[src/rtl/brent_kung_pkg.sv]
// brent_kung_pkg: shared constants and the node-placement helper for the
// Brent-Kung adder.
//   BK_WIDTH      default operand width
//   LOG2_WIDTH    up-sweep depth for the default width
//   node_present  reports whether a prefix level has a node at a bit index
//   node_offset   distance from a node to the lower group it combines with
// Prefix levels are numbered 1..L for the up-sweep, then L+1..2L-1 for the
// down-sweep, where L = log2(width).
package brent_kung_pkg;

    localparam int BK_WIDTH   = 32;
    localparam int LOG2_WIDTH = $clog2(BK_WIDTH);

    function automatic bit node_present(input int level, input int idx, input int log2w);
        int span;
        int dn;
        if (level >= 1 && level <= log2w) begin
            span = 1 << level;
            return ((idx + 1) % span) == 0;
        end
        dn   = 2 * log2w - level;
        span = 1 << dn;
        return (idx >= span) && (((idx + 1) % span) == (span >> 1));
    endfunction

    function automatic int node_offset(input int level, input int log2w);
        if (level <= log2w)
            return 1 << (level - 1);
        return 1 << (2 * log2w - level - 1);
    endfunction

endpackage

[src/rtl/bk_pg_cell.sv]
// bk_pg_cell: black prefix cell. Merges a high group (gh, ph) with the
// adjacent lower group (gl, pl) into one group generate/propagate pair.
//   gh, ph  high-side group generate / propagate
//   gl, pl  low-side group generate / propagate
//   g, p    combined group generate / propagate
module bk_pg_cell (
    input  logic gh,
    input  logic ph,
    input  logic gl,
    input  logic pl,
    output logic g,
    output logic p
);

    assign g = gh | (ph & gl);
    assign p = ph & pl;

endmodule

[src/rtl/brent_kung_adder.sv]
// brent_kung_adder: WIDTH-bit adder with a Brent-Kung carry network and a
// single registered output stage (latency 1, one operation per cycle).
//   clk   clock, all state on rising edge
//   rst   synchronous active-high reset, clears every output register
//   a, b  addends (unsigned or two's complement)
//   cin   carry-in
//   sum   registered sum
//   cout  registered carry-out
//   ovf   registered signed overflow, only when BK_OVF_EN is defined
module brent_kung_adder
    import brent_kung_pkg::*;
#(
    parameter int WIDTH = BK_WIDTH
) (
    input  logic             clk,
    input  logic             rst,
    input  logic [WIDTH-1:0] a,
    input  logic [WIDTH-1:0] b,
    input  logic             cin,
    output logic [WIDTH-1:0] sum,
    output logic             cout
`ifdef BK_OVF_EN
    ,
    output logic             ovf
`endif
);

    localparam int LOG2W = $clog2(WIDTH);
    localparam int NLVL  = 2 * LOG2W - 1;

    logic [WIDTH-1:0] g;
    logic [WIDTH-1:0] p;
    logic [WIDTH:0]   c;

    // gs[l][i] / ps[l][i]: group terms ending at bit i after prefix level l.
    wire [WIDTH-1:0] gs [0:NLVL];
    wire [WIDTH-1:0] ps [0:NLVL];

    assign g = a & b;
    assign p = a ^ b;

    // cin acts as the generate of position -1, so bit 0 is merged with it
    // up front; every group afterwards already includes the carry-in.
    bk_pg_cell u_cin (
        .gh (g[0]),
        .ph (p[0]),
        .gl (cin),
        .pl (1'b0),
        .g  (gs[0][0]),
        .p  (ps[0][0])
    );

    if (WIDTH > 1) begin : g_lvl0
        assign gs[0][WIDTH-1:1] = g[WIDTH-1:1];
        assign ps[0][WIDTH-1:1] = p[WIDTH-1:1];
    end

    for (genvar l = 1; l <= NLVL; l++) begin : g_lvl
        for (genvar i = 0; i < WIDTH; i++) begin : g_bit
            if (node_present(l, i, LOG2W)) begin : g_node
                bk_pg_cell u_cell (
                    .gh (gs[l-1][i]),
                    .ph (ps[l-1][i]),
                    .gl (gs[l-1][i-node_offset(l, LOG2W)]),
                    .pl (ps[l-1][i-node_offset(l, LOG2W)]),
                    .g  (gs[l][i]),
                    .p  (ps[l][i])
                );
            end else begin : g_pass
                assign gs[l][i] = gs[l-1][i];
                assign ps[l][i] = ps[l-1][i];
            end
        end
    end

    assign c[0]       = cin;
    assign c[WIDTH:1] = gs[NLVL];

    always_ff @(posedge clk) begin
        if (rst) begin
            sum  <= '0;
            cout <= 1'b0;
        end else begin
            sum  <= p ^ c[WIDTH-1:0];
            cout <= c[WIDTH];
        end
    end

`ifdef BK_OVF_EN
    always_ff @(posedge clk) begin
        if (rst)
            ovf <= 1'b0;
        else
            ovf <= c[WIDTH] ^ c[WIDTH-1];
    end
`endif

endmodule

[config.mk]
export PLATFORM = sky130hd
export DESIGN_NAME = brent_kung_adder
export DESIGN_NICKNAME = d
export VERILOG_FILES = /design/src/rtl/brent_kung_pkg.sv /design/src/rtl/bk_pg_cell.sv /design/src/rtl/brent_kung_adder.sv
export SDC_FILE = /design/constraint.sdc
export NUM_CORES = 1
export LEC_CHECK = 0
export ABC_CLOCK_PERIOD_IN_PS = 4000
export BUFFER_PORTS_ARGS = -buffer_cell sky130_fd_sc_hd__buf_4
export CAP_MARGIN = 20
export CORE_UTILIZATION = 35
export DETAILED_ROUTE_END_ITERATION = 8
export GPL_ROUTABILITY_DRIVEN = 0
export GPL_TIMING_DRIVEN = 1
export PLACE_DENSITY = 0.7
export SLEW_MARGIN = 30
export SYNTH_ARGS = -nofsm -noshare
export SYNTH_HDL_FRONTEND = slang
export SYNTH_SLANG_ARGS = --single-unit
[constraint.sdc]
create_clock -name clk -period 4 [get_ports clk]
set_clock_uncertainty 0.05 [all_clocks]
set_input_delay 0.8 -clock clk [delete_from_list [all_inputs] [get_ports clk]]
set_output_delay 0.8 -clock clk [all_outputs]
set_load 0.03 [all_outputs]
==> metrics.md, run 1 <==
| Metric | Value |
|---|---|
| Status | finished clean |
| Largest fanout on the critical path | 4 |
| Register Area | 661 sq um |
| Netlist cell types | 33 |
| Sum of negative setup slack | 0 ps |
| Endpoint of the most critical setup path | sum[27] |
| Count of unresolved DRC violations after routing | 0 |
| DRC violation total after the first TritonRoute iteration | 26 |
| Fmax | 0.307 GHz |
| Area added between synthesis and finish | 43.2% |
| Number of placement rows | 28 |
| Die height | 80.3 um |
| Maximum level of the CTS H-tree | 2 |
| Overall global routing resource usage | 15.1% |
| Post-Route WL | 4510 um |
| WL per Instance | 11.3 um |
| Most used cell along the critical path | sky130_fd_sc_hd__fa_1 |
| Hold Vio Cnt, Final | 0 |
| Antenna violations before repair | 0 |
| Maximum clock path buffer count | 2 |
| TritonRoute pass-1 iters | 4 |
| Most used cells in the layout excluding fill and tap cells | 99 x sky130_fd_sc_hd__buf_4, 33 x sky130_fd_sc_hd__dfxtp_1, 30 x sky130_fd_sc_hd__ha_1 |
| Startpoint of the most critical setup path | a[0] |
| Peak per-stage delay on the critical path | 420 ps |
| Number of instances resized during post-cts repair | 0 |
| RSZ-0062 raised after global routing | false |
| Required time of the critical path | 4110 ps |
| Most common cell after layout, fill and taps aside | sky130_fd_sc_hd__buf_4 |
| Headroom to the max-slew limit | 76.8% |
| Area used by multi-input combinational logic | roughly 1400 sq um |
| Port buffer count | 99 |
| Total standard cell area after synthesis | 2150 sq um |
| Tcrit/Tclk final | 81.4% |
| Max-slew violation count | 0 |
| #FFs+latches synth | 33 |
| Signal arrival time at the worst endpoint | 3370 ps |
| Die width | 80.3 um |
| Clock root cell | sky130_fd_sc_hd__clkbuf_8 |
| Synthesized netlist net count | ~330 |
| Time the worst path needs with I/O delays and setup | 3250 ps |
| Die ar. | 6450 sq um |
| Leakage | about 1.5 nW |
| Actual slew at the worst max-slew pin | 349 ps |
| Post-synthesis area per instance | 9.80 sq um |
| Max_cap viols | 0 |
| Area of the core region | between 5000 and 6000 sq um |
| Buffer count from post-CTS setup fixing | 0 |
| Total of hold buffers inserted after clock tree synthesis | 0 |
| Slowest cell on the critical path | sky130_fd_sc_hd__fa_1 |
| Worst Path Class, Setup | primary input to flip-flop |
| Post-placement cell area | between 2000 and 3000 sq um |
| Worst-path clk slew | ~60 ps |
| Finished Cell Area | 3070 sq um |
| Initial core utilization | 36.3% |
| Final setup vio count | 0 |
| Max IR drop VDD | 0.178 mV |
| Buf/Inv on CP | 3 |
| Final layout net count | between 400 and 500 |
| Kind of end point of the critical path | flip-flop |
| Number of top-level pins | 100 |
| Cell class contributing the biggest share of worst-path delay | compound AO/OA/AOI/OAI gates |
| Number of buffers added by the clock tree synthesis step | 5 |
| Remaining global-route overflow | 0 |
| Instance count of the mapped netlist | about 220 |
| Global-route wire length before repair | around 7400 um |
| Launching element type of the critical path | primary input |
| Syn. warnings | 0 |
| Total of fill cells in the finished design | 585 |
| Seq/Total Area, Yosys | between 30% and 40% |
| Antenna-violating nets left | 0 |
| Number of global-route vias before repair | ~1800 |
| Power density normalized to cell area | 355 nW/um^2 |
| Post-DP HPWL | 3870 um |
| Levels on crit path | 14 |
| Pin count of the biggest net entering global routing | 34 |
| Antenna Diode Count | 0 |
| CTS tree | yes |
| Sequence of cells on the critical path | buf_4 -> inv_1 -> fa_1 -> inv_1 -> fa_1 -> a211oi_2 -> o21ai_2 -> o211ai_2 -> nand3_2 -> a31o_1 -> o31a_1 -> fa_1 -> xnor2_1 -> nor2_1 |
| Share of layout cells above drive strength 1 | 35.6% |
| Class of the tightest hold or removal check | primary input to flip-flop |
| Vias per cell | 4.61 |
| Sink count of the clock tree | 33 |
| Total vias in the final route | between 1500 and 2000 |
[registers in the layout, summed over array words and instances (netlist names)]
name  cells
cout      1
sum      32
[how the worst min path moves through the flow]
stage | from | slack [ps] | depth (start not counted) | endpoint
after floorplan | rst | 820 | 1 | sum[18]
after global placement | b[1] | 1120 | 3 | sum[1]
after detailed placement | b[1] | 1130 | 3 | sum[1]
after CTS | b[1] | 830 | 3 | sum[1]
after global routing | b[1] | 850 | 3 | sum[1]
final | b[1] | 840 | 3 | sum[1]
[cells by family after synthesis]
| group | count (synthesis) | synth area share [%] |
|---|---|---|
| buffers and inverters | 21 | 3.67 |
| and+or+nand+nor | 66 | 14.6 |
| AOI/OAI and AO/OA | 37 | 11.5 |
| xor gates and xnor gates | 15 | 6.12 |
| DFF | 33 | 30.8 |
| adders and majority gates | 47 | 33.3 |
[layout make-up]
type	count	share of cell area (%)
Clock inverter	1	0.163
Sequential cell	33	21.5
Clock buffer	7	3.13
Inverter	18	2.20
Timing Repair Buffer	99	24.2
Tap cell	75	3.05
Multi-Input combinational cell	165	45.8
[power by group]
part / total [W] / switching, W / leakage [nW] / internal [W]
clock network: 0.000277 / 0.000122 / 0.0542 / 0.000155
logic: 0.000426 / 0.000231 / 1.21 / 0.000194
registers: 0.000387 / 0.0000127 / 0.275 / 0.000375
total: 0.00109 / 0.000366 / 1.54 / 0.000725
[per-stage QoR]
step	total power, W	hold slack (ps)	setup slack (ps)	util [%]	instances
4_1_cts	0.00111	834	729	51.9	398
6_report	0.00109	836	745	51.9	398
2_1_floorplan	0.000658	822	748	-	219
3_3_place_gp	0.000818	1120	481	50.2	390
3_5_place_dp	0.000826	1130	433	50.2	390
5_1_grt	0.00117	852	516	51.9	398
[Yosys cell counts]
master	number	area, sq um
sky130_fd_sc_hd__dfxtp_1	33	661
sky130_fd_sc_hd__ha_1	30	375
sky130_fd_sc_hd__nor2_1	28	105
sky130_fd_sc_hd__inv_1	18	67.6
sky130_fd_sc_hd__fa_1	17	340
sky130_fd_sc_hd__nand2_1	13	48.8
sky130_fd_sc_hd__nor2b_1	13	81.3
sky130_fd_sc_hd__a21oi_1	10	50.1
sky130_fd_sc_hd__xnor2_1	10	87.6
sky130_fd_sc_hd__o21ai_0	8	40.0
sky130_fd_sc_hd__xor2_1	5	43.8
sky130_fd_sc_hd__a21o_1	3	22.5
sky130_fd_sc_hd__a31oi_1	3	18.8
sky130_fd_sc_hd__clkbuf_1	3	11.3
sky130_fd_sc_hd__nor3_1	3	15.0
sky130_fd_sc_hd__o21a_1	3	22.5
sky130_fd_sc_hd__and2_2	2	15.0
sky130_fd_sc_hd__o31a_1	2	17.5
sky130_fd_sc_hd__a211oi_2	1	12.5
sky130_fd_sc_hd__a21o_2	1	8.76
sky130_fd_sc_hd__a31o_1	1	8.76
sky130_fd_sc_hd__a31o_2	1	8.76
sky130_fd_sc_hd__and3_1	1	6.26
sky130_fd_sc_hd__nand2b_1	1	6.26
sky130_fd_sc_hd__nand3_1	1	5.00
sky130_fd_sc_hd__nand3_2	1	10.0
sky130_fd_sc_hd__nand3b_1	1	7.51
sky130_fd_sc_hd__nand4_1	1	6.26
sky130_fd_sc_hd__nor3b_1	1	7.51
sky130_fd_sc_hd__o211ai_1	1	7.51
sky130_fd_sc_hd__o211ai_2	1	12.5
sky130_fd_sc_hd__o21ai_2	1	8.76
sky130_fd_sc_hd__o31ai_1	1	7.51
[metal layers]
metal  wire length [um]  vias up  track usage (%)  share of wire (%)
met5                  0        -                0                  0
met4                 75        0             5.89                1.7
met3                312        5             4.32                6.9
met2               2250       56             26.6                 50
met1               1860      842             17.1                 41
li1                   -      933                -                  -
[tightest hold or removal path, stage by stage]
cell and delay [ps]:
sky130_fd_sc_hd__buf_4 80, sky130_fd_sc_hd__fa_1 140, sky130_fd_sc_hd__nor2b_1 110
Note: power is estimated with default switching activity, not from simulation.
==> run 2, diff against run 1 <==
- ABC_CLOCK_PERIOD_IN_PS: 4000 -> 3000
- clock period: 4 -> 3 ns (I/O delays scaled with it)
==> run 2 against run 1 <==
  * Design area increased by 2.9%
  * Routed wire length increased by 4.0%
  * Via count increased by 0.65%
  * Die area unchanged
  * Core utilization increased by 1.5 points
  * Combinational power increased by 38%
  * Setup slack got worse by 620 ps
  * Cell count increased by 2.3%
  * Non-clock buffer count increased by 9
  * Sequential cell count unchanged
  * Global-route usage increased by 0.42 points
  * Highest routed layer unchanged
==> metrics.md, run 2 (synthesis results as in run 1) <==
| Metric | Value |
|---|---|
| Global-route wire length before repair | 7740 um (+4.0%) |
| Top flop regs | sum (32), cout (1) |
| Endpoint of the most critical setup path | sum[26] |
| Die ar. | 6450 sq um (unchanged) |
| Antenna violations before repair | 0 (unchanged) |
| Area added between synthesis and finish | 47.3% |
| Class of the tightest hold or removal check | primary input to flip-flop |
| Remaining global-route overflow | 0 (unchanged) |
| Sink count of the clock tree | 33 (unchanged) |
| WL per Instance | 11.5 um (+1.7%) |
| Register Area | 661 sq um (unchanged) |
| Antenna-violating nets left | 0 (unchanged) |
| CTS tree | yes |
| Headroom to the max-slew limit | 77.0% (+0.23 points) |
| Tcrit/Tclk final | 95.9% |
| Worst-path clk slew | 70 ps (about the same) |
| Number of placement rows | 28 (unchanged) |
| Peak per-stage delay on the critical path | 520 ps (+100 ps) |
| Area used by multi-input combinational logic | 1420 sq um (+0.98%) |
| Max-slew violation count | 0 (unchanged) |
| Fmax | ~0.35 GHz |
| Largest fanout on the critical path | 4 (unchanged) |
| Slowest cell on the critical path | sky130_fd_sc_hd__fa_2 |
| Initial core utilization | 36.3% (unchanged) |
| TritonRoute pass-1 iters | 4 (unchanged) |
| Number of global-route vias before repair | 1886 (+5.5%) |
| Instance count after placement with tap cells included | 398 (+2.1%) |
| Startpoint of the most critical setup path | cin |
| Actual slew at the worst max-slew pin | 345 ps (-3.46 ps) |
| Post-Route WL | 4690 um (+4.0%) |
| Most used cell along the critical path | sky130_fd_sc_hd__fa_2 |
| Signal arrival time at the worst endpoint | 3050 ps (-320 ps) |
| Hold Slack | 645 ps (-192 ps) |
| Die height | 80.3 um (unchanged) |
| Register ranked first by flip-flop count | sum |
| Status | finished clean |
| Share of layout cells above drive strength 1 | 39.8% (+4.2 points) |
| Maximum clock path buffer count | 2 (unchanged) |
| Sum of negative setup slack | 0 ps (unchanged) |
| Power density normalized to cell area | 465 nW/um^2 (+31%) |
| Overall global routing resource usage | 15.5% (+0.42 points) |
| Required time of the critical path | 3170 ps (-940 ps) |
| Vias per cell | 4.54 (-1.6%) |
| Launching element type of the critical path | primary input |
| Leakage | 1.58 nW (+2.5%) |
| Sequence of cells on the critical path | buf_4 -> inv_2 -> fa_2 -> inv_2 -> fa_2 -> a211oi_2 -> o21ai_2 -> o211ai_2 -> nand3_2 -> a31o_1 -> o31a_1 -> fa_2 -> nor2b_1 |
| Final setup vio count | 0 (unchanged) |
| Number of top-level pins | 100 (unchanged) |
| Non-filler instance count after layout | 407 (+2.3%) |
| Antenna Diode Count | 0 (unchanged) |
| Pin count of the biggest net entering global routing | 34 (unchanged) |
| RSZ-0062 raised after global routing | false |
| Hold Vio Cnt, Final | 0 (unchanged) |
| Total vias in the final route | 1848 (+0.65%) |
| Maximum level of the CTS H-tree | 2 (unchanged) |
| Number of buffers added by the clock tree synthesis step | 5 (unchanged) |
| Port buffer count | 99 (unchanged) |
| Most common cell after layout, fill and taps aside | sky130_fd_sc_hd__buf_4 |
| Area of the core region | 5920 sq um (unchanged) |
| DRC violation total after the first TritonRoute iteration | 27 (+3.8%) |
| Most used cells in the layout excluding fill and tap cells | 106 x sky130_fd_sc_hd__buf_4, 33 x sky130_fd_sc_hd__dfxtp_1, 30 x sky130_fd_sc_hd__ha_1 |
| Total of fill cells in the finished design | 559 (-4.4%) |
| Count of unresolved DRC violations after routing | 0 (unchanged) |
| Max IR drop VDD | 0.209 mV (+17%) |
| Post-DP HPWL | 4020 um (+3.8%) |
| Clock root cell | sky130_fd_sc_hd__clkbuf_8 |
| Final layout net count | 445 (+2.1%) |
| Die width | 80.3 um (unchanged) |
| Max_cap viols | 0 (unchanged) |
| Time the worst path needs with I/O delays and setup | between 2000 and 3000 ps |
| Worst Path Class, Setup | primary input to flip-flop |
| Kind of end point of the critical path | flip-flop |
| Max reg flops | 32 (unchanged) |
| PnR Total Power | 0.00147 W (+35%) |
| Core utilization of the finished layout | 53.4% (+1.5 points) |
run 2: cell types whose count changed in the layout (fill, tap and decap cells not counted), sizes merged:
cell	delta
buf	+9
run 2: worst min path at each step:
stage,startpoint,end,slack (ps),depth (start not counted)
floorplan,rst,sum[18],620,1
global placement,b[28],sum[28],920,3
detailed placement,b[28],sum[28],940,3
CTS,b[28],sum[28],640,3
global route,b[24],sum[24],650,3
finish,b[28],sum[28],640,3
run 2: area by class of cell:
cell class / count / share of cell area (%)
clock inverters: 1 / 0.158
clock buffers: 7 / 3.05
flip-flops and latches: 33 / 20.9
multi-input cells: 165 / 44.9
inverters: 18 / 2.14
repair buffers: 108 / 25.9
well taps: 75 / 2.97
run 2: timing repair:
item | CTS | global route
hold buffers | 0 | 0
resized for setup | 0 | 9
setup endpoints to repair | 0 | 6
hold endpoints to repair | 0 | 0
setup buffers | 0 | 1
run 2: power breakdown:
group	switching, W	internal [W]
clock	0.000160	0.000207
combinational	0.000313	0.000274
sequential	0.0000171	0.000500
total	0.000490	0.000981
run 2: metrics by stage:
stage / area [sq um] / setup WS (ps)
global placement: 3040 / -157
detailed placement: 3040 / -219
finish: 3160 / 122
global route: 3160 / 14.5
floorplan: 2150 / 43.2
CTS: 3140 / 77.6
run 2: routing by layer:
layer  GRT usage, %  part of all wire [%]  vias up
met2           28.9                    52       56
met5              0                     0        -
li1               -                     -      951
met4           4.29                   1.2        0
met1           17.2                    41      835
met3           4.09                   5.7        6
run 2: critical path, delay by kind of cell:
kind / cells / cell delay, ps
AO/OA/AOI/OAI: 5 / 970
adder cells (fa/ha/maj): 3 / 1030
buffers and inverters: 3 / 200
AND/OR/NAND/NOR: 2 / 240
==> run 3, diff against run 2 <==
- CORE_ASPECT_RATIO: unset -> 1.75
- PLACE_DENSITY: 0.7 -> 0.74
==> run 3 against run 2 <==
  * Cell count rose by 0.74%
  * Sequential share of layout area barely moved
  * First-iteration DRC count increased to 2.7 times the previous value
  * Combinational power up 1%
  * Clock-buffer cell count unchanged
  * Non-clock buffer count unchanged
  * Via count up 2.9%
  * Sequential cell count unchanged
  * Clock power shrank 1%
  * Critical path depth rose by 1
  * Core utilization rose by 0.31 points
  * Routed wire length increased by 5.9%
==> metrics.md, run 3 (synthesis results as in run 1) <==
| Metric | Value |
|---|---|
| Antenna violations before repair | 0 (unchanged) |
| Required time of the critical path | 3110 ps (-60 ps) |
| Status | finished clean |
| TritonRoute pass-1 iters | 4 (unchanged) |
| Share of layout cells above drive strength 1 | 38.6% (-1.2 points) |
| Post-placement cell area | 3030 sq um (-0.12%) |
| Sequence of cells on the critical path | buf_4 -> inv_1 -> fa_1 -> inv_1 -> fa_2 -> a211oi_2 -> o21ai_2 -> o211ai_2 -> nand3_2 -> a31o_1 -> o31a_1 -> fa_2 -> xnor2_1 -> nor2_1 |
| Overall global routing resource usage | 15.9% (+0.38 points) |
| WL per Instance | 12.1 um (+5.1%) |
| Kind of end point of the critical path | flip-flop |
| Most used cells in the layout excluding fill and tap cells | 108 x sky130_fd_sc_hd__buf_4, 33 x sky130_fd_sc_hd__dfxtp_1, 30 x sky130_fd_sc_hd__ha_1 |
| Slowest cell on the critical path | sky130_fd_sc_hd__fa_2 |
| Worst Path Class, Setup | primary input to flip-flop |
| Largest fanout on the critical path | 3 (-1) |
| Most common cell after layout, fill and taps aside | sky130_fd_sc_hd__buf_4 |
| Number of top-level pins | 100 (unchanged) |
| CTS tree | yes |
| Max reg flops | 32 (unchanged) |
| Launching element type of the critical path | primary input |
| Clock root cell | sky130_fd_sc_hd__clkbuf_8 |
| Vias per cell | 4.64 (+2.2%) |
| Antenna Diode Count | 0 (unchanged) |
| Max IR drop VDD | 0.166 mV (-20%) |
| Final layout net count | 445 (unchanged) |
| Register ranked first by flip-flop count | sum |
| Leakage | 1.58 nW (+0.25%) |
| Fmax | 0.349 GHz (+0.43%) |
| Die width | 61.2 um (-24%) |
| Max_cap viols | 0 (unchanged) |
| Area added between synthesis and finish | 47.1% |
| Hold Vio Cnt, Final | 0 (unchanged) |
| Remaining global-route overflow | 0 (unchanged) |
| Initial core utilization | 36.5% (+0.25 points) |
| Power density normalized to cell area | 467 nW/um^2 (+0.30%) |
| Number of global-route vias before repair | 1895 (+0.48%) |
| Pin count of the biggest net entering global routing | 34 (unchanged) |
| Die height | 106 um (+31%) |
| Max-slew violation count | 0 (unchanged) |
| Actual slew at the worst max-slew pin | 342 ps (-2.98 ps) |
| Worst-path clk slew | 70 ps (about the same) |
| Count of unresolved DRC violations after routing | 0 (unchanged) |
| Global-route wire length before repair | 7740 um (unchanged) |
| Maximum clock path buffer count | 2 (unchanged) |
| Signal arrival time at the worst endpoint | 2970 ps (-80 ps) |
| Top flop regs | sum (32), cout (1) |
| Peak per-stage delay on the critical path | 350 ps (-170 ps) |
| Time the worst path needs with I/O delays and setup | 2870 ps (-12.3 ps) |
| Sink count of the clock tree | 33 (unchanged) |
| Area of the core region | 5880 sq um (-0.70%) |
| Maximum level of the CTS H-tree | 2 (unchanged) |
| PnR Total Power | 0.00147 W (+0.18%) |
| Headroom to the max-slew limit | 77.2% (+0.20 points) |
| Post-Route WL | 4960 um (+5.9%) |
| Number of placement rows | 37 (+32%) |
| DRC violation total after the first TritonRoute iteration | 72 (+170%) |
| Total vias in the final route | 1902 (+2.9%) |
| Final setup vio count | 0 (unchanged) |
| Die ar. | 6460 sq um (+0.19%) |
| RSZ-0062 raised after global routing | true |
| Antenna-violating nets left | 0 (unchanged) |
| Number of buffers added by the clock tree synthesis step | 5 (unchanged) |
| Port buffer count | 99 (unchanged) |
| Post-DP HPWL | 4230 um (+5.1%) |
| Finished Cell Area | 3160 sq um (-0.12%) |
| Tcrit/Tclk final | 95.5% (-0.41 points) |
| Class of the tightest hold or removal check | primary input to flip-flop |
[run 3: cell types whose count changed in the layout (fill, tap and decap cells not counted), moves of 2 or more]
cell	change
sky130_fd_sc_hd__buf_4	+2
sky130_fd_sc_hd__buf_6	-2
sky130_fd_sc_hd__inv_1	+4
sky130_fd_sc_hd__inv_2	-4
[run 3: power by group]
part	switching, W	internal (W)	total (W)
clock	0.000156	0.000207	0.000363
combinational	0.000318	0.000275	0.000593
sequential	0.0000175	0.000500	0.000517
[run 3: worst paths after layout]
path | start | to | slack (ps) | depth (start not counted)
worst max-delay path | a[0] | sum[27] | 130 | 14
worst min-delay path | b[16] | sum[16] | 650 | 3
[run 3: routing by layer]
metal / routed length (um) / global-route usage [%] / up-vias
met3: 302 / 2.58 / 7
li1: - / - / 951
met5: 0 / 0 / -
met1: 1660 / 15.2 / 880
met4: 91 / 6.66 / 0
met2: 2910 / 30.7 / 64
[run 3: stage by stage]
| stage | worst slack [ps] | hold slack (ps) | util [%] | TNS (ps) | instances |
|---|---|---|---|---|---|
| final | 134 | 647 | 53.7 | 0 | 410 |
| after global routing | -25.3 | 661 | 53.7 | -43.8 | 410 |
| after CTS | 98.0 | 640 | 53.3 | 0 | 408 |
| after detailed placement | -190 | 936 | 51.6 | -1130 | 400 |
| after global placement | -165 | 925 | 51.6 | -840 | 400 |
| after floorplan | 43.2 | 622 | - | 0 | 219 |
[run 3: final cells by class]
cell class | count | area [sq um]
fillers | 541 | 2720
multi-input cells | 165 | 1420
repair buffers | 108 | 811
flip-flops and latches | 33 | 661
well taps | 78 | 97.6
clock buffers | 7 | 96.3
inverters | 18 | 67.6
clock inverters | 1 | 5.00
[run 3: what timing repair did]
action,CTS,global route
gates resized for setup,0,3
hold buffers,0,0
setup buffers,0,2
setup endpoints to repair,0,5
[run 3: critical path: cells and delay by family]
kind,cells,cell delay [ps]
fa+ha+maj,3,860
buf+inv,3,220
xor+xnor,1,170
compound gates,5,930
simple gates,2,180
